File: src/rtl/tick_case_counter_pkg.sv
// Shared constants for the tick-driven up/down counter: default sizing,
// direction encoding and the per-cycle action selector.
package tick_case_counter_pkg;

    localparam int DEF_WIDTH     = 4;
    localparam int DEF_MAX_VAL   = 15;
    localparam int DEF_PRESC_DIV = 8388608;

    localparam logic DIR_UP   = 1'b1;
    localparam logic DIR_DOWN = 1'b0;

    typedef enum logic [1:0] {
        ACT_HOLD,
        ACT_LOAD,
        ACT_ADV
    } action_e;

endpackage

File: src/rtl/tick_case_counter_tick_gen.sv
// Prescaler: counts enabled cycles 0..PRESC_DIV-1 and emits a registered
// one-cycle tick after the terminal value. reset is active-low.
module tick_gen
    import tick_case_counter_pkg::*;
#(
    parameter int PRESC_DIV = DEF_PRESC_DIV
) (
    input  logic clk,
    input  logic reset,
    input  logic en,
    input  logic clr,
    output logic tick
);

    localparam int            CW   = $clog2(PRESC_DIV);
    localparam logic [CW-1:0] TERM = CW'(PRESC_DIV - 1);

    logic [CW-1:0] r_cnt;
    logic          r_tick;
    logic          w_term;

    assign w_term = (r_cnt == TERM);

    // NOTE: sequential state uses non-blocking assignments only, so every
    // register samples pre-edge values regardless of statement order.
    always_ff @(posedge clk or negedge reset) begin
        if (!reset) begin
            r_cnt  <= '0;
            r_tick <= 1'b0;
        end else if (clr) begin
            r_cnt  <= '0;
            r_tick <= 1'b0;
        end else if (en) begin
            r_tick <= w_term;
            r_cnt  <= w_term ? '0 : r_cnt + 1'b1;
        end else begin
            r_tick <= 1'b0;
        end
    end

    assign tick = r_tick;

endmodule

File: src/rtl/tick_case_counter.sv
// Bounded up/down counter advanced by prescaler ticks or manual steps, with
// clipped synchronous load and a terminal-count pulse. reset is active-low.
module tick_case_counter
    import tick_case_counter_pkg::*;
#(
    parameter int WIDTH     = DEF_WIDTH,
    parameter int MAX_VAL   = DEF_MAX_VAL,
    parameter int PRESC_DIV = DEF_PRESC_DIV,
    parameter int WRAP      = 1
) (
    input  logic             clk,
    input  logic             reset,
    input  logic             en,
    input  logic             up_dn,
    input  logic             step,
    input  logic             load,
    input  logic [WIDTH-1:0] load_val,
    output logic [WIDTH-1:0] count,
    output logic             tick,
    output logic             tc
);

    localparam logic [WIDTH-1:0] MAX_W = WIDTH'(MAX_VAL);

    logic             w_tick;
    logic             w_adv;
    action_e          w_act;
    logic [WIDTH-1:0] w_count_nxt;
    logic             w_tc_nxt;
    logic [WIDTH-1:0] r_count;
    logic             r_tc;

    // Load also restarts the prescaler so the next tick is a full period away.
    tick_gen #(
        .PRESC_DIV(PRESC_DIV)
    ) u_tick_gen (
        .clk   (clk),
        .reset (reset),
        .en    (en),
        .clr   (load),
        .tick  (w_tick)
    );

    assign w_adv = w_tick | step;

    always_comb begin
        w_act = ACT_HOLD;
        if (load) begin
            w_act = ACT_LOAD;
        end else if (w_adv) begin
            w_act = ACT_ADV;
        end
    end

    // NOTE: every output of this block is assigned a default first, so no
    // path leaves a value unassigned and no latch is inferred.
    always_comb begin
        w_count_nxt = r_count;
        w_tc_nxt    = 1'b0;
        unique case (w_act)
            ACT_LOAD: begin
                w_count_nxt = (load_val > MAX_W) ? MAX_W : load_val;
            end
            ACT_ADV: begin
                unique case (up_dn)
                    DIR_UP: begin
                        if (r_count >= MAX_W) begin
                            w_count_nxt = (WRAP != 0) ? '0 : MAX_W;
                            w_tc_nxt    = 1'b1;
                        end else begin
                            w_count_nxt = r_count + 1'b1;
                        end
                    end
                    DIR_DOWN: begin
                        if (r_count == '0) begin
                            w_count_nxt = (WRAP != 0) ? MAX_W : '0;
                            w_tc_nxt    = 1'b1;
                        end else begin
                            w_count_nxt = r_count - 1'b1;
                        end
                    end
                endcase
            end
            default: ;
        endcase
    end

    always_ff @(posedge clk or negedge reset) begin
        if (!reset) begin
            r_count <= '0;
            r_tc    <= 1'b0;
        end else begin
            r_count <= w_count_nxt;
            r_tc    <= w_tc_nxt;
        end
    end

    assign count = r_count;
    assign tick  = w_tick;
    assign tc    = r_tc;

endmodule

File: config.mk
export PLATFORM = sky130hd
export DESIGN_NAME = tick_case_counter
export DESIGN_NICKNAME = d
export VERILOG_FILES = /design/src/rtl/tick_case_counter_pkg.sv /design/src/rtl/tick_case_counter_tick_gen.sv /design/src/rtl/tick_case_counter.sv
export SDC_FILE = /design/constraint.sdc
export NUM_CORES = 1
export LEC_CHECK = 0
export CAP_MARGIN = 20
export CORE_MARGIN = 2
export CORE_UTILIZATION = 44
export CTS_CLUSTER_SIZE = 16
export DETAILED_ROUTE_END_ITERATION = 12
export GPL_ROUTABILITY_DRIVEN = 0
export HOLD_SLACK_MARGIN = 0.05
export MAX_ROUTING_LAYER = met4
export PLACE_DENSITY = 0.64
export SYNTH_ARGS = -nofsm -noshare
export SYNTH_HDL_FRONTEND = slang
export SYNTH_HIERARCHICAL = 1
export SYNTH_SLANG_ARGS = --single-unit
File: constraint.sdc
create_clock -name clk -period 5.5 [get_ports clk]
set_clock_uncertainty 0.2 [all_clocks]
set_input_delay 1.1 -clock clk [delete_from_list [all_inputs] [get_ports clk]]
set_output_delay 1.1 -clock clk [all_outputs]
set_load 0.1 [all_outputs]
# After elaboration in Yosys (flattened, before gate mapping)
# Index checks and enable logic that the tools add are counted.
totals:
  reg_bits: 29
  latch_bits: 0
  mem_bits_rw: 0
  mem_bits_ro: 0
  inputBits: 10
  out_inout_bits: 6
  n_memories: 0
op_classes:
  addsub: 3
  multipliers: 0
  n_div: 0
  n_lt_le_gt_ge: 2
  eq_ne: 3
  shift: 0
  mux: 16
  n_bitwise: 2
  reduce_logical: 3
ops:
  columns: ["operator", "count"]
  rows:
  - ["$mux W23", 3]
  - ["$add A23 B1 Y23 const B", 1]
  - ["$eq A23 B23 Y1 const B", 1]
  - ["$pmux W4 S2", 2]
  - ["$mux W4", 3]
  - ["$mux W1", 5]
  - ["$add A4 B1 Y4 const B", 1]
  - ["$ge A4 B4 Y1 const B", 1]
  - ["$gt A4 B4 Y1 const B", 1]
  - ["$logic_not A4 Y1", 1]
  - ["$mux W2", 2]
  - ["$reduce_bool A2 Y1", 2]
  - ["$sub A4 B1 Y4 const B", 1]
  - ["$eq A2 B1 Y1 const B", 1]
  - ["$eq A2 B2 Y1 const B", 1]
  - ["$pmux W1 S2", 1]
  - ["$not A1 Y1", 1]
  - ["$or A1 B1 Y1", 1]

# Logic depth before layout (Yosys ltp)
logic_depth:
  word_depth: 5
  depth_mapped: 7
  ltp_nobuf: 6

# Modules after synthesis
# Netlist, hierarchy kept.
modules_own_cells:
  columns: ["module", "instances", "cells_per_inst", "area_each_um2", "seq_area_each_um2"]
  rows:
  - ["tick_gen", 1, 152, 1400.1, 600.6]
  - ["tick_case_counter", 1, 44, 370.4, 125.1]

# Worst setup path before layout
# No wires, ideal clock.
synth_path:
  path_kind: "input to register"
  startpoint: "input en"
  endpoint: "register u_tick_gen.r_cnt[20]"
  setup_time_ps: 77
  arrival_ps: 2392
  required_time_ps: 5223
  slack_ps: 2831
  cell_stages: 5
  path_buffers: 1
  path_cell_list: "clkbuf_1 o2111a_1 nand4_1 or4_1 a21oi_1"
synth_between:
  elab_chain_len: 1
synth_rtl:
  columns: ["element", "line_no", "rtl"]
  rows:
  - ["from (decl)", "tick_case_counter.sv:13", "input logic en,"]
  - ["$reduce_bool A2 Y1 (no source line)", null, null]
  - ["to (signal assigned)", "tick_case_counter_tick_gen.sv:35", "r_cnt <= w_term ? '0 : r_cnt + 1'b1;"]
  - ["to (decl)", "tick_case_counter_tick_gen.sv:18", "logic [CW-1:0] r_cnt;"]
# No other way between the ends.
# A chain may end at the register's enable or synchronous reset.

# Final worst setup path
layout_path:
  startpoint: "input load"
  endpoint: "register u_tick_gen.r_cnt[20]"
layout_between:
  elab_chain_len: 1
  word_cells_on_any_way: 2
  cone_classes: "mux (1); reduce/logical (1)"
layout_rtl:
  columns: ["element", "line_no", "rtl"]
  rows:
  - ["from (decl)", "tick_case_counter.sv:16", "input logic load,"]
  - ["$mux W23 or $reduce_bool A2 Y1 (tied branches)", null, null]
# Parallel ways exist; a longest one is shown, timed or not.

==> metrics.md <==
| Metric | Value |
|---|---|
| Status | `complete, no violations` |
| CP Cell Sequence | `clkdlybuf4s50_1, o2111a_1, nand4_1, or4_1, a21oi_1` |
| Compound-Gate Fraction of Synth Area | `0.201` |
| Maxcap violations | `0` |
| Hold WS | `0.378 ns` |
| Initial antenna violation count | `0` |
| Crit-path max FO | `25` |
| Area Growth Syn to Fin | `14.5%` |
| Synth async-reset ratio | `1.00` |
| # DRC | `0` |
| Max Slew Vio Count | `0` |
| Pre-Repair DR Iteration Count | `4` |
| CTS Buf Count | `5` |
| Avg WL per Cell | `15.4 um` |
| WS Path Type | `primary input to register` |
| Total Routed Length | `3980 um` |
| Post-synthesis mux area share | `0.0120` |
| Clock buffer depth | `2` |
| Placed Cells incl. Taps | `252` |
| DR vias | `1543` |
| Vias per cell | `5.96` |
| Crit-path max cell delay | `1.03 ns` |
| Mapped Nets | `209` |
| Post-route insts no fill | `259` |
| CTS Hold Buffers Added | `0` |
| Post-synthesis adder-cell area fraction | `0.0212` |
| Worst hold endpoint | `u_tick_gen/r_cnt[1]` |
| TritonCTS Sinks | `29` |
| Min-delay src | `u_tick_gen/r_cnt[1]` |
| Root buffer cell | `clkbuf_8` |
| Simple-gate share of the synthesized area | `0.273` |
| Die Ht | `67.4 um` |
| GRT Total Usage | `0.209` |
| Worst Setup End Kind | `register` |
| Switch share | `0.301` |
| Total Power | `0.496 mW` |
| TNS Setup | `0 ns` |
| Fillers | `381` |
| Slew HR | `0.352` |
| Post-synth EDFFs | `0` |
| PortBufs | `15` |
| Synth top area share | `0.410` |
| XOR/XNOR Fraction of Synth Area | `0.0346` |
| Synth cell types | `49` |
| Worst-path clk slew | `0.06 ns` |
| Internal power | `0.347 mW` |
| Flop pwr share | `0.459` |
| Rows | `23` |
| Max Fclk | `0.282 GHz` |
| CP Launch Type | `primary input` |
| H-Tree Depth | `2` |
| Most frequent cells after synthesis | `dfrtp_1 (29), a21oi_1 (16), nand2_1 (15), nor2_1 (15), o21ai_0 (14)` |
| WP buf/inv | `1` |
| Tcrit/Tclk final | `0.645` |
| Initial DRC Count | `68` |
| First-pass GRT wire length | `6870 um` |
| #FFs+latches synth | `29` |
| Later-pin clock latency in the skew report | `0.28 ns` |
| Most common cell in the synthesized netlist | `dfrtp_1` |
| Net switching power | `0.149 mW` |
| Top-level port count | `16` |
| Final Hold Fails | `0` |
| Combinational Power Share | `0.182` |
| Main area contributors after synthesis | `dfrtp_1 (41%), a21oi_1 (4.5%), o21ai_0 (4.0%)` |
| Largest family of logic cells by synthesized area | `simple AND/OR/NAND/NOR gates` |
| Synth Flop Type | `dfrtp_1` |
| Cell area after synthesis | `0.00177 mm2` |
| Reg2reg setup slack | `2.89 ns` |
| Reg-to-Reg Start | `u_tick_gen/r_cnt[8]` |
| CP arrival | `3.55 ns` |
| HP Class | `register to register` |
| Die ar. | `0.00455 mm2` |
| PwrDens | `245 mW/mm2` |
| Worst Path Required | `5.50 ns` |
| Largest net degree at the start of global routing | `30` |
| Vias in the first global route | `1451` |
| Detailed placement HPWL | `2750 um` |
| Clock power share | `0.359` |
| Worst reg-to-reg path cell count | `4` |
| VDD IR max | `0.132 mV` |
| Antenna diodes | `0` |
| Hold-critical path depth | `2` |
| Final Util | `0.514` |
| Core Region | `0.00394 mm2` |
| Synthesis Warnings | `6` |
| Final ANT Viol Nets | `0` |
| Final setup viols | `0` |
| Overflow after GRT | `0` |
| Final nets | `222` |
| Starting density of the core | `0.449` |
| Minimum clock period | `3.55 ns` |
| RR Endpoint | `u_tick_gen/r_cnt[10]` |
| Sequential-to-total area share from yosys stat | `0.410` |
| CTS tree | `built` |
| # resized after CTS | `0` |
| RSZ-0062 raised after global routing | `no` |
| Post-synth top area cell | `dfrtp_1` |
| Die width | `67.4 um` |
| Leakage power | `0.754 nW` |
| CP top delay family | `buffers and inverters` |
| Syn Inst Count | `196` |
| Post-Syn Area per Cell | `9.03 um2` |
| # Post-CTS Setup Buffers | `0` |
| Slowest cell on crit path | `clkdlybuf4s50_1` |
| Worst-Margin Slew | `0.968 ns` |
| Fraction of layout cells with a size suffix above 1 | `0.100` |
## tightest hold or removal path, cell delays in order, from the launching register on
cell,delay (ns)
dfrtp_1,0.40
nand2b_1,0.08
a21oi_1,0.06
## stage by stage
| step | instance area (um2) | worst slack (ns) |
|---|---|---|
| after floorplan | 1770 | 2.83 |
| after global placement | 1940 | 1.76 |
| after detailed placement | 1940 | 1.70 |
| after CTS | 2030 | 1.98 |
| after global routing | 2030 | 1.76 |
| final | 2030 | 1.95 |
## per-layer routing
metal	vias to the layer above	wire, um	global-route usage
li1	758	-	-
met3	5	169	0.0400
met4	0	61	0.0842
met1	753	1830	0.268
met2	27	1910	0.325
met5	-	0	-
## worst max path at each step
stage	startpoint	to	slack [ns]	cells past startpoint
floorplan	en	u_tick_gen/r_cnt[20]	2.83	5
global placement	load	u_tick_gen/r_cnt[20]	1.76	5
detailed placement	load	u_tick_gen/r_cnt[20]	1.70	5
CTS	load	u_tick_gen/r_cnt[20]	1.98	5
global route	load	u_tick_gen/r_cnt[20]	1.76	5
finish	load	u_tick_gen/r_cnt[20]	1.95	5
## cell type report
class                           instances  area [um2]  share of cell area
Inverter                                9        33.8              0.0167
Tap cell                               50        62.6              0.0309
Timing Repair Buffer                   16         158              0.0778
Sequential cell                        29         726               0.358
Clock buffer                            7        86.3              0.0426
Multi-Input combinational cell        148         961               0.474
## flip-flops by register name, summed over array words and instances (netlist names)
register          cells
u_tick_gen/r_cnt     23
count                 4
tc                    1
u_tick_gen/tick       1
## cell usage in the layout (no fill, tap or decap), types with 4 or more instances in the layout
master and instances:
nor2_1 15, nand2_1 15, nand4_1 11, inv_1 8, clkbuf_8 6, xor2_1 5, a21oi_1 16, a31oi_1 4
o21ai_0 14, nand3_1 5, or3_1 6, dfrtp_1 29, nor3_1 5, o31ai_1 4, clkdlybuf4s50_1 15
## logic make-up (layout without fill, tap and decap cells)
| kind of cell | Yosys count | after routing |
|---|---|---|
| multiplexers | 2 | 2 |
| adder cells (fa/ha/maj) | 3 | 3 |
| XOR/XNOR | 7 | 7 |
| buffers and inverters | 19 | 32 |
| AO/OA/AOI/OAI | 53 | 53 |
| flip-flops | 29 | 29 |
| AND/OR/NAND/NOR | 83 | 83 |
## power by group through the flow
stage / sequential, mW / combinational [mW] / clock (mW)
4_1_cts: 0.228 / 0.0911 / 0.183
2_1_floorplan: 0.260 / 0.0345 / 0
3_3_place_gp: 0.231 / 0.0883 / 0
3_5_place_dp: 0.231 / 0.0910 / 0
6_report: 0.228 / 0.0905 / 0.178
5_1_grt: 0.229 / 0.0977 / 0.191
(Power assumes the default switching activity.)
==> patch 1, RTL diff (same settings) <==
`DEF_WIDTH`: 4 -> 3.
--- a/src/rtl/tick_case_counter_pkg.sv
+++ b/src/rtl/tick_case_counter_pkg.sv
@@ -2,7 +2,7 @@
 // direction encoding and the per-cycle action selector.
 package tick_case_counter_pkg;
 
-    localparam int DEF_WIDTH     = 4;
+    localparam int DEF_WIDTH     = 3;
     localparam int DEF_MAX_VAL   = 15;
     localparam int DEF_PRESC_DIV = 8388608;
 
Ports: changed (resized count and load_val); port bits go from 16 to 14. The function was not compared with the original's and may differ.
==> patch 1 against the unedited design <==
Cell area fell by 5.4%; total power shrank 15%; area after synthesis fell by 3.7%; sequential cell count down 1; critical path type unchanged; highest routed layer unchanged; register-to-register slack worse by 0.02 ns; first-iteration DRC count up 26%; setup slack better by 0.11 ns; non-clock buffer count fell by 2; wire length fell by 8.9%.
==> patch 1: results (changes against the unedited design) <==
INFO  metric placed_area = 1860 µm² (-4.1%)
INFO  metric slew-limit-headroom = 35.6% (+0.41 points)
INFO  metric synth.top_cells.by_area = sky130_fd_sc_hd__dfrtp_1 (41%), sky130_fd_sc_hd__a21oi_1 (4.7%), sky130_fd_sc_hd__ha_1 (3.7%), sky130_fd_sc_hd__nand4_1 (3.3%), sky130_fd_sc_hd__o21ai_0 (3.2%)
INFO  metric drive_above_1_share = 8.76% (-1.3 points)
INFO  metric synth_nets = 198 (-5.3%)
INFO  metric synth_flop_cell = sky130_fd_sc_hd__dfrtp_1
INFO  metric synthDistinctLibCells = 45 (-8.2%)
INFO  metric drt_first_iter_violations = 86 (+26%)
INFO  metric worstSetupEndpoint = u_tick_gen/r_cnt[20]
INFO  metric finish.net_count = 209 (-5.9%)
INFO  metric ys_seq_area_share = 41.1% (+0.096 points)
INFO  metric use_met1 = 23.8% (-3.0 points)
INFO  metric vias = 1489 (-3.5%)
INFO  metric synth.area.mux_share = 1.17% (-0.028 points)
INFO  metric globalRouteMet2Util = 31.1% (-1.4 points)
INFO  metric p_comb_share = 18.9% (+0.7 points)
INFO  metric timing.reg2reg.setup_slack = 2.87 ns (-0.02 ns)
INFO  metric synth_adder_area_share = 3.67% (+1.5 points)
INFO  metric groute.layer.met3.usage = 2.73% (-1.3 points)
INFO  metric worst_hold_path_startpoint = u_tick_gen/r_cnt[12]
INFO  metric wl_met2 = 1.78 mm (-7.1%)
INFO  metric synth_xor_xnor_area_share = 3.08% (-0.38 points)
INFO  metric h_tree_level_count = 1 (-1)
INFO  metric ys_top_cells_by_count = sky130_fd_sc_hd__dfrtp_1 (28), sky130_fd_sc_hd__a21oi_1 (16), sky130_fd_sc_hd__nand2_1 (13), sky130_fd_sc_hd__nor2_1 (13), sky130_fd_sc_hd__o21ai_0 (11)
INFO  metric dp_hpwl = 2.53 mm (-7.9%)
INFO  metric path_clk_slew = 0.09 ns (+0.03 ns)
INFO  metric grt_max_degree = 29 (-3.3%)
INFO  metric wl_met1 = 1.67 mm (-8.9%)
INFO  metric avgRoutedWirePerCell = 15.0 µm (-2.5%)
INFO  metric rr_endpoint = u_tick_gen/r_cnt[8]
INFO  metric hold_slack = 0.386 ns (+0.00740 ns)
INFO  metric switchingPower = 0.123 mW (-18%)
INFO  metric outcome = finished, final reports clean
INFO  metric cts_made_buffers = 3 (-2)
INFO  metric p_leak = 0.732 nW (-3.0%)
INFO  metric proportion_of_power_drawn_by_the_clock_network = 30.0% (-5.9 points)
INFO  metric route.met3.wl = 144 µm (-15%)
INFO  metric number_of_buffers_inserted_by_port_buffering = 13 (-2)
INFO  metric worst-r2r-cell-count = 4 (unchanged)
INFO  metric worst_hold_path.endpoint = u_tick_gen/r_cnt[12]
INFO  metric crit_path_max_fanout = 23 (-8.0%)
INFO  metric power.density_cell_area = 221 nW/µm² (-9.7%)
INFO  metric maximum_resistive_drop_on_vdd = 0.000126 V (-4.3%)
INFO  metric grt_first_pass_wirelength = 6.31 mm (-8.1%)
## patch 1: worst max-delay path, cell delays in order
cell,delay (ns)
sky130_fd_sc_hd__clkdlybuf4s50_1,0.96
sky130_fd_sc_hd__o2111a_1,0.41
sky130_fd_sc_hd__nand4_1,0.28
sky130_fd_sc_hd__or4_1,0.54
sky130_fd_sc_hd__a21oi_1,0.15
## patch 1: stage by stage
stage	cells	total power [mW]	utilization (%)	setup slack, ns
floorplan	184	0.276	-	2.83
global placement	238	0.299	50.5	1.86
detailed placement	238	0.301	50.5	1.77
CTS	242	0.430	52.0	2.06
global route	242	0.445	52.0	1.88
finish	242	0.424	52.0	2.06
## patch 1: layout make-up
cell class / count / area [µm²]
flip-flops and latches: 28 / 701
well taps: 48 / 60.1
repair buffers: 14 / 138
inverters: 10 / 37.5
clock buffers: 4 / 55.1
multi-input cells: 138 / 926
fillers: 352 / 1770
==> patch 2, RTL diff (same settings) <==
Without the edit above. The output `tc` loses its register stage (`r_tc` becomes a continuous assignment).
--- a/src/rtl/tick_case_counter.sv
+++ b/src/rtl/tick_case_counter.sv
@@ -88,12 +88,12 @@
     always_ff @(posedge clk or negedge reset) begin
         if (!reset) begin
             r_count <= '0;
-            r_tc    <= 1'b0;
         end else begin
             r_count <= w_count_nxt;
-            r_tc    <= w_tc_nxt;
         end
     end
+
+    assign r_tc = w_tc_nxt;
 
     assign count = r_count;
     assign tick  = w_tick;
Formal check against the unedited RTL: not equivalent (Yosys sat finds a counterexample within 4 cycles, from zero or initial values and one cycle with reset low).
==> patch 2 against the unedited design <==
Sequential cell count shrank 1; area after synthesis shrank 1.4%; setup slack lost 0.48 ns; highest routed layer unchanged; total power shrank 4.6%; cell area shrank 1.9%; count of clock-buffer cells in the layout shrank 4; wire length shrank 1.8%; synthesized cell count shrank 0.51%.
==> patch 2: results (changes against the unedited design) <==
INFO  metric timing_hold_violations_final = 0 (unchanged)
INFO  metric crit_path_max_fanout = 7 (-72%)
INFO  metric cts_made_buffers = 3 (-2)
INFO  metric vias = 1542 (-0.065%)
INFO  metric synth_nets = 208 (-0.48%)
INFO  metric outcome = finished, final reports clean
INFO  metric clock_insertion_delay_worst_skew = 0.28 ns (about the same)
INFO  metric h_tree_level_count = 1 (-1)
INFO  metric finish.net_count = 220 (-0.90%)
INFO  metric p_leak = 0.738 nW (-2.1%)
INFO  metric place_ws = 1.48 ns (-0.218 ns)
INFO  metric drt_first_iter_violations = 159 (+130%)
INFO  metric path_clk_slew = 0.10 ns (+0.04 ns)
INFO  metric ys_top_cells_by_count = sky130_fd_sc_hd__dfrtp_1 (28), sky130_fd_sc_hd__a21oi_1 (16), sky130_fd_sc_hd__nand2_1 (15), sky130_fd_sc_hd__nor2_1 (15), sky130_fd_sc_hd__o21ai_0 (14)
INFO  metric synth_async_sr_flop_share = 100% (unchanged)
INFO  metric crit_path_max_incr_delay = 0.54 ns (-0.49 ns)
INFO  metric buffer_cell_driving_the_clock_tree_root = sky130_fd_sc_hd__clkbuf_8
INFO  metric synth.yosys.warnings = 6 (unchanged)
INFO  metric n_fill_cell = 355 (-6.8%)
INFO  metric synth.top_cells.by_area = sky130_fd_sc_hd__dfrtp_1 (40%), sky130_fd_sc_hd__a21oi_1 (4.6%), sky130_fd_sc_hd__o21ai_0 (4.0%), sky130_fd_sc_hd__nand4_1 (3.9%), sky130_fd_sc_hd__nand2_1 (3.2%)
INFO  metric final_period_minus_worst_setup_slack = 4.03 ns (+0.482 ns)
INFO  metric timing.reg2reg.setup_slack = 2.88 ns (about the same)
INFO  metric via_count_of_the_first_global_routing_pass = 1452 (+0.069%)
INFO  metric worst_pin_slew = 0.968 ns (-0.000544 ns)
INFO  metric antenna_diode_count = 0 (unchanged)
INFO  metric hold_slack = 0.385 ns (+0.00665 ns)
INFO  metric drive_above_1_share = 10.2% (+0.15 points)
INFO  metric placed_area = 1920 µm² (-1.2%)
INFO  metric ys_seq_area_share = 40.1% (-0.85 points)
INFO  metric grt_first_pass_wirelength = 6.64 mm (-3.3%)
INFO  metric overall_routed_net_length = 3.90 mm (-1.8%)
INFO  metric largest-register = u_tick_gen/r_cnt
INFO  metric cp_max_delay_cell = sky130_fd_sc_hd__clkdlybuf4s50_1
INFO  metric grt_max_degree = 29 (-3.3%)
INFO  metric dp_hpwl = 2.73 mm (-0.68%)
INFO  metric maximum_resistive_drop_on_vdd = 0.000120 V (-8.7%)
INFO  metric grt.total_usage = 19.7% (-1.2 points)
==> patch 2: through the flow <==
step / utilization, % / instances
floorplan: - / 195
global placement: 51.2 / 250
detailed placement: 51.2 / 250
CTS: 53.1 / 254
global route: 53.1 / 254
finish: 53.1 / 254
==> patch 2: cells by family (layout without fill, tap and decap cells) <==
| group | Yosys count | after routing | share of synthesized area, % |
|---|---|---|---|
| adders and majority gates | 3 | 3 | 2.15 |
| AOI/OAI and AO/OA | 53 | 53 | 20.4 |
| DFF | 28 | 28 | 40.1 |
| and+or+nand+nor | 83 | 83 | 27.7 |
| xor gates and xnor gates | 7 | 7 | 3.51 |
| buffers and inverters | 19 | 30 | 4.80 |
| muxes | 2 | 2 | 1.22 |
==> patch 2: routing by layer <==
| layer | track usage (%) | up-vias | share of wire (%) | routed length (µm) |
|---|---|---|---|---|
| met3 | 2.53 | 2 | 5.0 | 194 |
| met4 | 5.10 | 0 | 0.54 | 21 |
| met5 | - | - | 0 | 0 |
| met2 | 34.1 | 40 | 49 | 1900 |
| met1 | 24.2 | 749 | 46 | 1780 |
| li1 | - | 751 | - | - |
==> patch 2: power breakdown <==
group	total (mW)	internal [mW]	switching (mW)
clock	0.164	0.0976	0.0662
sequential	0.220	0.211	0.00892
combinational	0.0901	0.0299	0.0602
==> patch 2: critical path: cells and delay by family <==
| family | cells | cell delay [ns] |
|---|---|---|
| AO/OA/AOI/OAI | 1 | 0.18 |
| buffers and inverters | 2 | 0.86 |
| AND/OR/NAND/NOR | 2 | 0.59 |
==> patch 2: layout make-up <==
type | count | area share, %
multi-input combinational | 148 | 48.3
sequential | 28 | 35.2
timing repair buffer | 17 | 8.18
tap | 48 | 3.02
clock buffer | 3 | 2.08
inverter | 9 | 1.70
clock inverter | 1 | 1.51
==> patch 2: final timing paths <==
path,start,end,cells past startpoint
setup / recovery,up_dn,tc,5
hold / removal,u_tick_gen/r_cnt[15],u_tick_gen/r_cnt[15],2
setup reg to reg,u_tick_gen/r_cnt[8],u_tick_gen/r_cnt[10],4
hold reg to reg,u_tick_gen/r_cnt[15],u_tick_gen/r_cnt[15],2
max in group asynchronous,reset,u_tick_gen/r_cnt[12],2
min in group asynchronous,reset,u_tick_gen/r_cnt[6],2
